## src/rtl/mem_pkg.sv

```systemverilog
// Shared types for the memory-bus arbiter: bus owner and one memory request beat.
package mem_pkg;

  localparam int MEM_ADDR_WIDTH = 16;
  localparam int MEM_DATA_WIDTH = 16;

  typedef enum logic [0:0] {
    OWN_CPU = 1'b0,
    OWN_DMA = 1'b1
  } owner_e;

  typedef struct packed {
    logic [MEM_ADDR_WIDTH-1:0] addr;
    logic                      rd;
    logic                      wr;
    logic                      byt;
    logic [MEM_DATA_WIDTH-1:0] wdata;
  } mem_req_t;

endpackage

```

## src/rtl/mem_mux.sv

```systemverilog
// Combinational 2:1 selector between the CPU and DMA request beats.
module mem_mux
  import mem_pkg::*;
(
  input  owner_e   sel_i,
  input  mem_req_t cpu_req_i,
  input  mem_req_t dma_req_i,
  output mem_req_t mem_req_o
);

  assign mem_req_o = (sel_i == OWN_DMA) ? dma_req_i : cpu_req_i;

endmodule

```

## src/rtl/mem_arbiter.sv

```systemverilog
// Two-master arbiter for the single-ported memory bus: CPU has fixed priority,
// DMA gets the bus when the CPU is idle or after MAX_WAIT refused cycles.
module mem_arbiter
  import mem_pkg::*;
#(
  parameter int ADDR_WIDTH = MEM_ADDR_WIDTH,
  parameter int MAX_WAIT   = 8,
  parameter int BURST_MAX  = 4
) (
  input  logic                  clk,
  input  logic                  rst,
  input  logic [ADDR_WIDTH-1:0] cpu_addr,
  input  logic                  cpu_rd,
  input  logic                  cpu_wr,
  input  logic                  cpu_byt,
  input  logic [15:0]           cpu_wdata,
  output logic [15:0]           cpu_rdata,
  output logic                  cpu_stall,
  input  logic                  dma_req,
  input  logic [ADDR_WIDTH-1:0] dma_addr,
  input  logic                  dma_wr,
  input  logic                  dma_byt,
  input  logic [15:0]           dma_wdata,
  output logic                  dma_gnt,
  output logic [15:0]           dma_rdata,
  output logic                  dma_rvalid,
  output logic [ADDR_WIDTH-1:0] mem_addr,
  output logic                  mem_rd,
  output logic                  mem_wr,
  output logic                  mem_byt,
  output logic [15:0]           mem_wdata,
  input  logic [15:0]           mem_rdata
);

  localparam logic [7:0] WAIT_LIM  = 8'(MAX_WAIT);
  localparam logic [4:0] BURST_LIM = 5'(BURST_MAX);

  owner_e     state_q, state_d;
  owner_e     rtag_q, rtag_d;
  logic [7:0] wait_q, wait_d;
  logic [3:0] beat_q, beat_d;

  logic       cpu_busy;
  logic       dma_beat;
  logic [4:0] beat_next;
  owner_e     sel;
  mem_req_t   cpu_req;
  mem_req_t   dma_beat_req;
  mem_req_t   mem_req;

  assign cpu_busy  = cpu_rd | cpu_wr;
  assign beat_next = {1'b0, beat_q} + 5'd1;

  // Reset gates every strobe and handshake; addresses keep following the CPU.
  assign dma_beat = rst & (state_q == OWN_DMA) & dma_req;
  assign sel      = (rst && state_q == OWN_DMA) ? OWN_DMA : OWN_CPU;

  assign cpu_req.addr  = cpu_addr;
  assign cpu_req.rd    = cpu_rd & rst;
  assign cpu_req.wr    = cpu_wr & rst;
  assign cpu_req.byt   = cpu_byt;
  assign cpu_req.wdata = cpu_wdata;

  assign dma_beat_req.addr  = dma_addr;
  assign dma_beat_req.rd    = dma_beat & ~dma_wr;
  assign dma_beat_req.wr    = dma_beat & dma_wr;
  assign dma_beat_req.byt   = dma_byt;
  assign dma_beat_req.wdata = dma_wdata;

  mem_mux u_mem_mux (
    .sel_i     (sel),
    .cpu_req_i (cpu_req),
    .dma_req_i (dma_beat_req),
    .mem_req_o (mem_req)
  );

  assign mem_addr  = mem_req.addr;
  assign mem_rd    = mem_req.rd;
  assign mem_wr    = mem_req.wr;
  assign mem_byt   = mem_req.byt;
  assign mem_wdata = mem_req.wdata;

  assign cpu_stall  = rst & (state_q == OWN_DMA);
  assign dma_gnt    = dma_beat;
  assign cpu_rdata  = mem_rdata;
  assign dma_rdata  = mem_rdata;
  assign dma_rvalid = rst & (rtag_q == OWN_DMA);

  always_comb begin
    // NOTE: every next-state signal gets a default first so no path can infer a latch.
    state_d = state_q;
    wait_d  = wait_q;
    beat_d  = beat_q;
    rtag_d  = (dma_beat && !dma_wr) ? OWN_DMA : OWN_CPU;

    case (state_q)
      OWN_CPU: begin
        if (!dma_req) begin
          wait_d = '0;
        end else begin
          if (cpu_busy && wait_q < WAIT_LIM) begin
            wait_d = wait_q + 8'd1;
          end
          if (!cpu_busy || wait_q >= WAIT_LIM) begin
            state_d = OWN_DMA;
          end
        end
      end

      OWN_DMA: begin
        if (dma_req && beat_next != BURST_LIM) begin
          beat_d = beat_next[3:0];
        end else begin
          // Burst complete or request withdrawn: hand the bus back with fresh counters.
          state_d = OWN_CPU;
          wait_d  = '0;
          beat_d  = '0;
        end
      end

      default: begin
        state_d = OWN_CPU;
        wait_d  = '0;
        beat_d  = '0;
      end
    endcase
  end

  always_ff @(posedge clk) begin
    // NOTE: registers use non-blocking assignments so all of them update from pre-edge values.
    if (!rst) begin
      state_q <= OWN_CPU;
      rtag_q  <= OWN_CPU;
      wait_q  <= '0;
      beat_q  <= '0;
    end else begin
      state_q <= state_d;
      rtag_q  <= rtag_d;
      wait_q  <= wait_d;
      beat_q  <= beat_d;
    end
  end

endmodule

```

## config.mk

```make
export PLATFORM = sky130hd
export DESIGN_NAME = mem_arbiter
export DESIGN_NICKNAME = d
export VERILOG_FILES = /design/src/rtl/mem_pkg.sv /design/src/rtl/mem_mux.sv /design/src/rtl/mem_arbiter.sv
export SDC_FILE = /design/constraint.sdc
export NUM_CORES = 1
export LEC_CHECK = 0
export CAP_MARGIN = 30
export CORE_MARGIN = 8
export CORE_UTILIZATION = 40
export CTS_BUF_LIST = sky130_fd_sc_hd__clkbuf_16
export DETAILED_ROUTE_END_ITERATION = 12
export DONT_BUFFER_PORTS = 1
export PLACE_DENSITY = 0.65
export SYNTH_ARGS = -nofsm -noshare
export SYNTH_HDL_FRONTEND = slang
export SYNTH_SLANG_ARGS = --single-unit
```

## constraint.sdc

```tcl
create_clock -name clk -period 1.7 [get_ports clk]
set_input_delay 0.425 -clock clk [delete_from_list [all_inputs] [get_ports clk]]
set_output_delay 0.425 -clock clk [all_outputs]
set_load 0.005 [all_outputs]
```

After elaboration in Yosys (flattened, before gate mapping)
Index checks and enable logic that the tools add are counted.
{"block": "classes", "n_addsub": 2, "n_lt_le_gt_ge": 2, "n_eq_ne": 3, "muxes": 12, "n_bitwise": 10, "reduce_logical": 8}
{"operator": "$mux 35", "n": 1}
{"operator": "$mux 8", "n": 3}
{"operator": "$pmux 8 s2", "n": 1}
{"operator": "$add 8x1->8 const B", "n": 1}
{"operator": "$ge 8x4->1 const B", "n": 1}
{"operator": "$lt 8x4->1 const B", "n": 1}
{"operator": "$and 1x1->1", "n": 7}
{"operator": "$add 4x1->5 const B", "n": 1}
{"operator": "$mux 1", "n": 5}
{"operator": "$ne 5x3->1 const B", "n": 1}
{"operator": "$logic_and 1x1->1", "n": 4}
{"operator": "$mux 4", "n": 1}
{"operator": "$ne 3x3->1 const B", "n": 1}
{"operator": "$logic_not 1->1", "n": 2}
{"operator": "$ne 2x2->1 const B", "n": 1}
{"operator": "$not 1->1", "n": 2}
{"operator": "$pmux 1 s2", "n": 1}
{"operator": "$reduce_and 2->1", "n": 1}
{"operator": "$logic_or 1x1->1", "n": 1}
{"operator": "$or 1x1->1", "n": 1}
{"block": "totals", "regBits": 14, "word_cells": 41}

Logic depth before layout (Yosys ltp)
Gate-level depths: netlist of run 1.
{"block": "depth", "word_depth": 6, "depth_mapped": 5, "ltp_nobuf": 5}

Modules after synthesis
A second synthesis of run 1 with hierarchy kept.
{"block": "unflattened", "hier_cells": 144, "area_unflattened_um2": 1492.7}
{"mod": "mem_arbiter", "n_inst": 1, "cells_each": 105, "area_per_inst_um2": 914.6, "seq_area_each_um2": 280.3}
{"mod": "mem_mux", "n_inst": 1, "cells_each": 39, "area_per_inst_um2": 578.1, "seq_area_each_um2": 0.0}

Worst setup path before layout of run 1
No wires, ideal clock.
{"block": "synth_timing", "kind": "register to output", "start": "register state_q", "end": "output port mem_addr[10]", "t_arrival_ps": 1292, "slack_ps": -17, "stages_incl_launch_ff": 5, "cell_sequence": "dfxtp_1 clkbuf_1 nand2_1 buf_2 mux2_1"}
{"block": "synth_via", "elab_chain_len": 3}
{"item": "start, declared", "line_no": "mem_arbiter.sv:38", "text": "owner_e state_q, state_d;"}
{"item": "start signal, assigned", "line_no": "mem_arbiter.sv:137", "text": "state_q <= state_d;"}
{"item": "$logic_and 1x1->1", "line_no": "mem_arbiter.sv:56", "text": "assign sel = (rst && state_q == OWN_DMA) ? OWN_DMA : OWN_CPU;"}
{"item": "$mux 1", "line_no": "mem_arbiter.sv:56"}
{"item": "$mux 35", "line_no": "mem_mux.sv:11", "text": "assign mem_req_o = (sel_i == OWN_DMA) ? dma_req_i : cpu_req_i;"}
{"item": "end, declared", "line_no": "mem_arbiter.sv:27", "text": "output logic [ADDR_WIDTH-1:0] mem_addr,"}
No other way between the ends.

Worst setup path after layout of run 1
{"block": "layout_timing", "start": "register state_q", "end": "output port mem_wdata[12]"}
{"block": "layout_via", "elab_chain_len": 3}
{"item": "$logic_and 1x1->1", "line_no": "mem_arbiter.sv:56"}
{"item": "$mux 1", "line_no": "mem_arbiter.sv:56"}
{"item": "$mux 35", "line_no": "mem_mux.sv:11"}
{"item": "end, declared", "line_no": "mem_arbiter.sv:31", "text": "output logic [15:0] mem_wdata,"}
No other way between the ends.

==> results.sh, run 1 <==
export IMPL_outcome="finished clean"
export IMPL_hold_worst_slack_ps=249
export IMPL_drive_above_1_share_pct=16.5
export IMPL_crit_buf_inv=1
export IMPL_place_ws_ps=48.5
export IMPL_placed_cells=157
export IMPL_tightestPinTransition_ps=383
export IMPL_number_of_cts_inserted_buffers=3
export IMPL_drc=0
export IMPL_core_area_mm2=0.00326
export IMPL_antenna_found_initial=1
export IMPL_maxCapViolations=0
export IMPL_ff2ff_path_depth=3
export IMPL_final_setup_viol_count=0
export IMPL_die_width_um=73.5
export IMPL_synth_cell_area_mm2=0.00132
export IMPL_grt_first_pass_wirelength_mm=5.65
export IMPL_critPathMaxStageDelay_ps=370
export IMPL_hpwlAfterDp_mm=3.59
export IMPL_finalWorstPathRequiredPeriod_ps=1660
export IMPL_global_route_usage_met3_pct=7.09
export IMPL_io_pins=158
export IMPL_area_sequential_um2=282
export IMPL_synth_top_cells_by_area="mux2_1 28%, dfxtp_1 21%, buf_4 18%, ha_1 2.8%, or4_1 2.3%"
export IMPL_power_leakage_nw=0.494
export IMPL_critical_path_top_delay_family="flip-flops"
export IMPL_drt_vias_per_instance=5.83
export IMPL_crit_path_launch_type="flip-flop"
export IMPL_commonest_cells_after_routing_fill_and_taps_aside="30 x mux2_1, 13 x dfxtp_1, 6 x inv_1"
export IMPL_area_delta_synth_final_pct=-4.35
export IMPL_met1_usage_pct=14.9
export IMPL_multi_input_combinational_cell_area_um2=763
export IMPL_fill_cells=336
export IMPL_worst_slew_margin_rel_pct=74.4
export IMPL_netlist_cell_type_count=34
export IMPL_place_port_buffers=0
export IMPL_fin_tns_setup_ps=0
export IMPL_post_route_period_util_pct=97.4
export IMPL_endpoint_kind="output port"
export IMPL_top_usage_layer="met2"
export IMPL_postSynthRegisterBits=14
export IMPL_yosysWarnings=0
export IMPL_post_synth_cell_area_avg_um2=8.94
export IMPL_grt_total_usage_pct=14.1
export IMPL_post_synth_inst_count=148
export IMPL_layout_cells_most_common="mux2_1"
export IMPL_initial_utilization_pct=40.6
export IMPL_clock_tree_buf_depth=2
export IMPL_clkTransAtPathRegs_ps=50
export IMPL_grt_ovfl_total=0
export IMPL_final_nets=208
export IMPL_number_of_enable_type_register_cells_in_the_synthesized_netlist=0
export IMPL_synth_net_count=239
export IMPL_postRouteAntennaNets=0
export IMPL_critical_path_slowest_cell="dfxtp_2"
export IMPL_tritoncts="yes"
export IMPL_clock_skew_final_ps=5.32
export IMPL_critical_setup_path_kind="flip-flop to output port"
export IMPL_synth_seq_area_share_pct=21.2
export IMPL_timing_final_max_slew_violations=0
export IMPL_via_count=944
export IMPL_hold_path_depth=1
export IMPL_netlist_top_cell_by_area="mux2_1"
export IMPL_cts_sink_count=14
export IMPL_die_h_um=73.5
export IMPL_final_hold_violation_count=0
export IMPL_drt_total_wl_mm=4.31
export IMPL_cts_root_buffer="clkbuf_16"
export IMPL_power_density_cell_area_mw_per_mm2=711
export IMPL_ir_drop_mv=0.430
export IMPL_firstDrtPassIters=4
export IMPL_drtIter0Drc=29
export IMPL_ys_async_sr_fraction_pct=0
export IMPL_final_instance_count_excl_fill=162
export IMPL_achievable_frequency_mhz=604
export IMPL_cts_htree_levels=1
export IMPL_grt_pass1_vias=953
export IMPL_timing_critical_path_fanout_max=17
export IMPL_timing_critical_path_required_ps=1270
export IMPL_path_depth=3
export IMPL_wl_per_cell_um=26.6
export IMPL_groute_layer_met2_usage_pct=21.8
export IMPL_data_arrival_time_of_the_worst_path_ps=1230
export IMPL_hold_path_class="input port to flip-flop"
export IMPL_clk_latency_ps=250
export IMPL_fp_dieArea_mm2=0.00540
export IMPL_setup_repair_after_global_routing_missed_its_margin="no"
export IMPL_gp_congestion=0.772
export IMPL_worst_setup_slack_final_ps=43.7
export IMPL_largest_net_degree_at_the_start_of_global_routing=18
export IMPL_total_power_mw=0.899
export IMPL_yosys_most_used_dff="dfxtp_1"
export IMPL_standard_cell_rows=21
export IMPL_yosys_area_top_type_share_pct=28.1
export IMPL_worstPathCellList="nand2_4 > buf_12 > mux2_1"
[through the flow]
| stage | instance area [um^2] | util [%] |
|---|---|---|
| finish | 1260 | 38.8 |
| global route | 1260 | 38.8 |
| global placement | 1140 | 34.9 |
| floorplan | 1320 | - |
| detailed placement | 1140 | 34.9 |
| CTS | 1250 | 38.4 |
[report_power, final]
| group | internal (mW) | leakage [nW] | switching (mW) | total, mW |
|---|---|---|---|---|
| Clock | 0.308 | 0.0370 | 0.140 | 0.448 |
| Combinational | 0.0520 | 0.343 | 0.0613 | 0.113 |
| Sequential | 0.333 | 0.114 | 0.00497 | 0.338 |
| Total | 0.693 | 0.494 | 0.206 | 0.899 |
[what timing repair did]
action / in CTS / in global routing
hold endpoints to repair: 0 / 0
hold buffers: 0 / 0
endpoints found under the setup margin: 34 / 3
cloned: 1 / 0
gates resized for setup: 8 / 3
buffers inserted: 0 / 0
[synthesized netlist by cell type, types with 3 or more instances]
| cell | n |
|---|---|
| a21boi_1 | 3 |
| a21oi_1 | 3 |
| and2_1 | 3 |
| and3_1 | 4 |
| buf_2 | 4 |
| buf_4 | 32 |
| dfxtp_1 | 14 |
| ha_1 | 3 |
| inv_1 | 6 |
| mux2_1 | 33 |
| nand2_1 | 3 |
| nand2b_1 | 4 |
| nand3_1 | 4 |
| nor2_1 | 3 |
| or4_1 | 4 |
[state kept, by name (all words and copies together) (netlist names)]
name	flops
wait_q	8
beat_q	4
rtag_q	1
state_q	1
[worst paths after layout]
kind / from / to / slack, ps
max reg2reg: wait_q[7] / wait_q[3] / 120
min reg2reg: wait_q[3] / wait_q[3] / 450
min: dma_wr / rtag_q / 250
max: state_q / mem_wdata[12] / 40
[layer usage]
| layer | vias up | part of all wire [%] |
|---|---|---|
| met1 | 434 | 37 |
| met4 | 0 | 2.5 |
| li1 | 421 | - |
| met2 | 77 | 48 |
| met3 | 12 | 13 |
| met5 | - | 0 |
[logic make-up after synthesis]
kind of cell	share of synthesized area (%)
AOI/OAI and AO/OA	6.91
adders and majority gates	2.84
buffers and inverters	22.8
DFF	21.2
muxes	28.9
and+or+nand+nor	17.4
[cell type report]
cell class / count / area share (%)
Antenna cell: 1 / 0.198
Inverter: 8 / 2.37
Clock buffer: 3 / 5.93
Tap cell: 46 / 4.55
Sequential cell: 14 / 22.3
Timing Repair Buffer: 3 / 4.35
Multi-Input combinational cell: 87 / 60.3
No activity file was read; power rests on OpenSTA's default activity.
==> inputs of run 2 (changes only) <==
--- a/config.mk
+++ b/config.mk
@@ -6,6 +6,7 @@
 export NUM_CORES = 1
 export LEC_CHECK = 0
 export CAP_MARGIN = 30
+export CORE_ASPECT_RATIO = 0.9
 export CORE_MARGIN = 8
 export CORE_UTILIZATION = 40
 export CTS_BUF_LIST = sky130_fd_sc_hd__clkbuf_16
==> run 2 against run 1 <==
Compared with the run above: sequential power hardly changed; sequential share of layout area is 0.22 points higher; register-to-register slack hardly changed; count of clock-buffer cells in the layout stayed put; largest cell class unchanged; die area hardly changed; clock power is 1% lower; clock skew is 3.6 ps lower; utilization is 1.4 points higher; total power is 1.0% lower; global-route usage is 0.092 points higher.
==> results.sh, run 2 (synthesis results as in run 1) <==
export IMPL_outcome="finished clean"
export IMPL_tritoncts="yes"
export IMPL_total_power_mw=0.890
export IMPL_crit_path_launch_type="flip-flop"
export IMPL_timing_final_max_slew_violations=0
export IMPL_place_port_buffers=0
export IMPL_die_h_um=70.6
export IMPL_finalWorstPathRequiredPeriod_ps=1660
export IMPL_endpoint_kind="output port"
export IMPL_commonest_cells_after_routing_fill_and_taps_aside="30 x mux2_1, 13 x dfxtp_1, 6 x inv_1"
export IMPL_postRouteAntennaNets=0
export IMPL_largest_register_ffs=8
export IMPL_drt_vias_per_instance=5.66
export IMPL_layout_cells_most_common="mux2_1"
export IMPL_clock_tree_buf_depth=2
export IMPL_hold_path_class="input port to flip-flop"
export IMPL_drive_above_1_share_pct=14.7
export IMPL_timing_critical_path_required_ps=1270
export IMPL_reg_top3="wait_q x8, beat_q x4"
export IMPL_grt_first_pass_wirelength_mm=6.09
export IMPL_fin_tns_setup_ps=0
export IMPL_largest_register="wait_q"
export IMPL_fp_dieArea_mm2=0.00540
export IMPL_io_pins=158
export IMPL_power_density_cell_area_mw_per_mm2=711
export IMPL_antenna_found_initial=0
export IMPL_wl_per_cell_um=25.5
export IMPL_worst_slew_margin_rel_pct=68.8
export IMPL_firstDrtPassIters=4
export IMPL_critPathMaxStageDelay_ps=390
export IMPL_cts_sink_count=14
export IMPL_grt_ovfl_total=0
export IMPL_achievable_frequency_mhz=604
export IMPL_gp_congestion=0.789
export IMPL_antennaDiodeCount=0
export IMPL_grt_total_usage_pct=14.2
export IMPL_post_route_period_util_pct=97.4
export IMPL_critical_setup_path_kind="flip-flop to output port"
export IMPL_worstPathCellList="nand2_4 > buf_12 > mux2_1"
export IMPL_power_switching_mw=0.196
export IMPL_setup_repair_after_global_routing_missed_its_margin="no"
export IMPL_clock_skew_final_ps=1.70
export IMPL_final_hold_violation_count=0
export IMPL_standard_cell_rows=19
export IMPL_grt_pass1_vias=891
export IMPL_p_comb_share_pct=12.3
export IMPL_critical_path_top_delay_family="multiplexers"
export IMPL_drc=0
export IMPL_hpwlAfterDp_mm=3.42
export IMPL_maxCapViolations=0
export IMPL_die_width_um=76.6
export IMPL_data_arrival_time_of_the_worst_path_ps=1230
export IMPL_core_area_mm2=0.00311
export IMPL_drt_total_wl_mm=4.02
export IMPL_ir_drop_mv=0.481
export IMPL_cts_htree_levels=1
export IMPL_via_count=895
export IMPL_timing_critical_path_fanout_max=17
export IMPL_fill_cells=311
export IMPL_number_of_cts_inserted_buffers=3
export IMPL_share_seq_of_total_power_pct=38.0
export IMPL_final_setup_viol_count=0
export IMPL_initial_utilization_pct=42.5
export IMPL_critical_path_slowest_cell="mux2_1"
export IMPL_cts_root_buffer="clkbuf_16"
export IMPL_final_nets=208
export IMPL_internal_cell_power_mw=0.694
export IMPL_p_sw_share_pct=22.0
export IMPL_tightestPinTransition_ps=466
export IMPL_largest_net_degree_at_the_start_of_global_routing=18
export IMPL_drtIter0Drc=15
export IMPL_power_share_clock_pct=49.7
export IMPL_power_leakage_nw=0.492
export IMPL_clk_latency_ps=240
export IMPL_cts_post_setup_buffers_inserted=0
export IMPL_crit_buf_inv=1
export IMPL_area_delta_synth_final_pct=-5.30
export IMPL_post_cts_hold_buffer_count=0
export IMPL_clkTransAtPathRegs_ps=40
run 2: cell types whose count changed in the layout (fill, tap and decap cells not counted), sizes merged:
cell | previous run | this run
clkinv | 0 | 1
diode | 1 | 0
run 2: path summary, 6_finish.rpt:
check             from            to  slack (ps)  cells after the start
min             dma_wr        rtag_q         260                      1
max reg2reg  wait_q[7]     wait_q[3]         120                      3
max            state_q  mem_wdata[9]          40                      3
min reg2reg  wait_q[3]     wait_q[3]         480                      2
run 2: metal layers:
metal | wire length [um] | track usage (%) | up-vias
li1 | - | - | 417
met1 | 1380 | 13.5 | 396
met2 | 2110 | 25.1 | 73
met3 | 442 | 7.70 | 9
met4 | 87 | 6.40 | 0
met5 | 0 | 0 | -
run 2: cell type report:
type	count	area, um^2	area share [%]
multi-input combinational	87	754	60.2
sequential	14	282	22.5
clock buffer	3	75.1	5.99
timing repair buffer	3	55.1	4.40
tap	42	52.6	4.20
inverter	8	30.0	2.40
clock inverter	1	3.75	0.300
run 2: stage by stage:
step / hold slack [ps] / setup WS (ps) / cells / area [um^2] / util (%)
5_1_grt: 249 / 0.524 / 158 / 1250 / 40.2
2_1_floorplan: 429 / 64.5 / 148 / 1320 / -
6_report: 256 / 44.5 / 158 / 1250 / 40.2
4_1_cts: 253 / 30.3 / 158 / 1250 / 40.0
3_3_place_gp: 441 / 96.5 / 153 / 1130 / 36.3
3_5_place_dp: 463 / 54.1 / 153 / 1130 / 36.3
run 2: repair_timing:
item,CTS,global route
gates cloned,1,0
gates resized for setup,7,2
pin swaps,0,0
endpoints found under the setup margin,28,3
run 2: power groups by stage:
stage / Combinational, mW / Sequential [mW] / Clock (mW)
after floorplan: 0.144 / 0.342 / 0
after global placement: 0.104 / 0.343 / 0
after detailed placement: 0.107 / 0.343 / 0
after CTS: 0.113 / 0.338 / 0.456
after global routing: 0.119 / 0.338 / 0.468
final: 0.110 / 0.338 / 0.442
==> inputs of run 3 (changes only) <==
--- a/config.mk
+++ b/config.mk
@@ -12,7 +12,7 @@
 export CTS_BUF_LIST = sky130_fd_sc_hd__clkbuf_16
 export DETAILED_ROUTE_END_ITERATION = 12
 export DONT_BUFFER_PORTS = 1
-export PLACE_DENSITY = 0.65
+export PLACE_DENSITY = 0.63
 export SYNTH_ARGS = -nofsm -noshare
 export SYNTH_HDL_FRONTEND = slang
 export SYNTH_SLANG_ARGS = --single-unit
==> constraint.sdc (replaced) <==
create_clock -name clk -period 1.6 [get_ports clk]
set_input_delay 0.4 -clock clk [delete_from_list [all_inputs] [get_ports clk]]
set_output_delay 0.4 -clock clk [all_outputs]
set_load 0.005 [all_outputs]
==> run 3 against run 2 <==
Compared with the run above: the flow now finishes with violations (setup timing); highest routed layer unchanged; global-route usage is 2.4 points higher; non-clock buffer count is 4 higher; combinational power is 60% higher; final cell count is 2.5% higher; register-to-register slack worse by 70 ps; sequential share of layout area is 2.8 points lower; worst setup slack worse by 62 ps; hold slack worse by 22 ps; critical path type unchanged; wire length is 30% higher; clock skew is 0.77 ps lower; design area is 15% higher; count of clock-buffer cells in the layout stayed put.
==> results.sh, run 3 (synthesis results as in run 1) <==
export IMPL_outcome="finished with violations"
export IMPL_failing_checks="setup timing"
export IMPL_hold_worst_slack_ps=234
export IMPL_critical_setup_path_kind="flip-flop to output port"
export IMPL_power_switching_mw=0.225
export IMPL_clock_skew_final_ps=0.926
export IMPL_area_delta_synth_final_pct=9.18
export IMPL_crit_path_launch_type="flip-flop"
export IMPL_p_comb_share_pct=17.5
export IMPL_critPathMaxStageDelay_ps=360
export IMPL_commonest_cells_after_routing_fill_and_taps_aside="26 x mux2_4, 13 x dfxtp_1, 7 x mux2_2, 6 x inv_1, 5 x clkbuf_16"
export IMPL_hold_path_depth=1
export IMPL_finish_utilization_pct=46.4
export IMPL_grt_first_pass_wirelength_mm=6.88
export IMPL_share_seq_of_total_power_pct=35.6
export IMPL_drtIter0Drc=31
export IMPL_fill_cells=286
export IMPL_total_power_mw=1.00
export IMPL_postPlaceCellArea_mm2=0.00114
export IMPL_place_port_buffers=0
export IMPL_post_route_period_util_pct=101
export IMPL_clock_tree_buf_depth=2
export IMPL_final_nets=212
export IMPL_grt_total_usage_pct=16.6
export IMPL_tightestPinTransition_ps=424
export IMPL_initial_utilization_pct=42.5
export IMPL_timing_critical_path_fanout_max=8
export IMPL_drc=0
export IMPL_largest_register="wait_q"
export IMPL_cts_sink_count=14
export IMPL_number_of_cts_inserted_buffers=3
export IMPL_timing_hold_worst_start="dma_wr"
export IMPL_crit_buf_inv=1
export IMPL_worstPathCellList="nand2_8 > clkbuf_16 > mux2_4"
export IMPL_cts_htree_levels=1
export IMPL_grt_ovfl_total=0
export IMPL_timing_critical_path_required_ps=1200
export IMPL_data_arrival_time_of_the_worst_path_ps=1220
export IMPL_reg_top3="wait_q x8, beat_q x4"
export IMPL_worst_setup_slack_final_ps=-17.7
export IMPL_critical_path_top_delay_family="flip-flops"
export IMPL_firstDrtPassIters=4
export IMPL_power_leakage_nw=0.676
export IMPL_clk_latency_ps=240
export IMPL_core_area_mm2=0.00311
export IMPL_regToRegStartpoint="wait_q[4]"
export IMPL_r2r_end="wait_q[3]"
export IMPL_p_sw_share_pct=22.4
export IMPL_grt_pass1_vias=964
export IMPL_critical_path_slowest_cell="dfxtp_4"
export IMPL_finalWorstPathRequiredPeriod_ps=1620
export IMPL_achievable_frequency_mhz=618
export IMPL_hold_path_class="input port to flip-flop"
export IMPL_fp_dieArea_mm2=0.00540
export IMPL_fin_area_mm2=0.00144
export IMPL_standard_cell_rows=19
export IMPL_setup_repair_after_global_routing_missed_its_margin="yes"
export IMPL_antenna_found_initial=0
export IMPL_endpoint_kind="output port"
export IMPL_antennaDiodeCount=0
export IMPL_postRouteAntennaNets=0
export IMPL_via_count=994
export IMPL_wl_per_cell_um=32.2
export IMPL_final_hold_violation_count=0
export IMPL_multi_input_combinational_cell_area_um2=875
export IMPL_ir_drop_mv=0.647
export IMPL_final_setup_viol_count=17
export IMPL_cts_root_buffer="clkbuf_16"
export IMPL_ff2ff_path_depth=3
export IMPL_worst_slew_margin_rel_pct=71.6
export IMPL_io_pins=158
export IMPL_area_sequential_um2=284
export IMPL_clkTransAtPathRegs_ps=50
export IMPL_reg2reg_setup_slack_ps=50
export IMPL_gp_congestion=0.868
export IMPL_power_share_clock_pct=46.9
export IMPL_fin_tns_setup_ps=-84.2
export IMPL_largest_register_ffs=8
export IMPL_drt_vias_per_instance=6.14
export IMPL_layout_cells_most_common="mux2_4"
export IMPL_drt_total_wl_mm=5.22
export IMPL_power_density_cell_area_mw_per_mm2=696
export IMPL_drive_above_1_share_pct=44.2
export IMPL_die_width_um=76.6
export IMPL_final_instance_count_excl_fill=162
export IMPL_min_delay_worst_endpoint="rtag_q"
export IMPL_maxCapViolations=0
export IMPL_tritoncts="yes"
export IMPL_hpwlAfterDp_mm=4.14
export IMPL_die_h_um=70.6
export IMPL_largest_net_degree_at_the_start_of_global_routing=18
export IMPL_timing_final_max_slew_violations=0
export IMPL_place_ws_ps=-1.06
export IMPL_internal_cell_power_mw=0.780
export IMPL_placed_cells=154
[run 3: cell count changes in the layout (fill, tap and decap cells not counted), moves of 2 or more]
| cell | delta |
|---|---|
| mux2_4 | +26 |
| mux2_2 | +4 |
| mux2_1 | -30 |
| clkbuf_16 | +2 |
[run 3: timing repair]
| action | 4_1_cts | 5_1_grt |
|---|---|---|
| endpoints found under the setup margin | 37 | 37 |
| cloned | 1 | 2 |
| endpoints found under the hold margin | 0 | 0 |
| setup buffers | 0 | 1 |
| resized for setup | 35 | 30 |
| hold buffers | 0 | 0 |
| pin swaps | 0 | 5 |
[run 3: worst reg2reg max path, stage by stage (launching register included)]
cell and delay, ps:
dfxtp_1 300, or4_4 550, or4_4 490, a21oi_2 140
[run 3: area by class of cell]
type	instances	share of cell area, %
multi-input cells	87	60.6
inverters	8	2.08
clock inverters	1	0.260
repair buffers	7	8.58
flip-flops and latches	14	19.7
well taps	42	3.64
clock buffers	3	5.20
[run 3: metal layers]
layer	vias to the layer above	share of wire, %	track usage (%)
met4	0	3.2	7.04
li1	427	-	-
met5	-	0	0
met1	469	33	14.7
met3	17	9.6	6.94
met2	81	55	32.4
[run 3: power by group through the flow]
stage	Combinational (mW)	Clock, mW	Sequential (mW)
final	0.176	0.471	0.358
after global placement	0.123	0	0.364
after floorplan	0.153	0	0.363
after global routing	0.185	0.489	0.358
after CTS	0.142	0.477	0.359
after detailed placement	0.123	0	0.364
[run 3: how the worst max path moves through the flow]
stage / from / endpoint / slack (ps) / cells after the start
after global placement: wait_q[7] / wait_q[3] / 30 / 3
after detailed placement: wait_q[7] / wait_q[3] / -1 / 3
after floorplan: state_q / mem_addr[10] / -10 / 4
after global routing: state_q / mem_addr[8] / -30 / 3
final: state_q / mem_addr[8] / -20 / 3
after CTS: state_q / mem_wdata[7] / -30 / 3
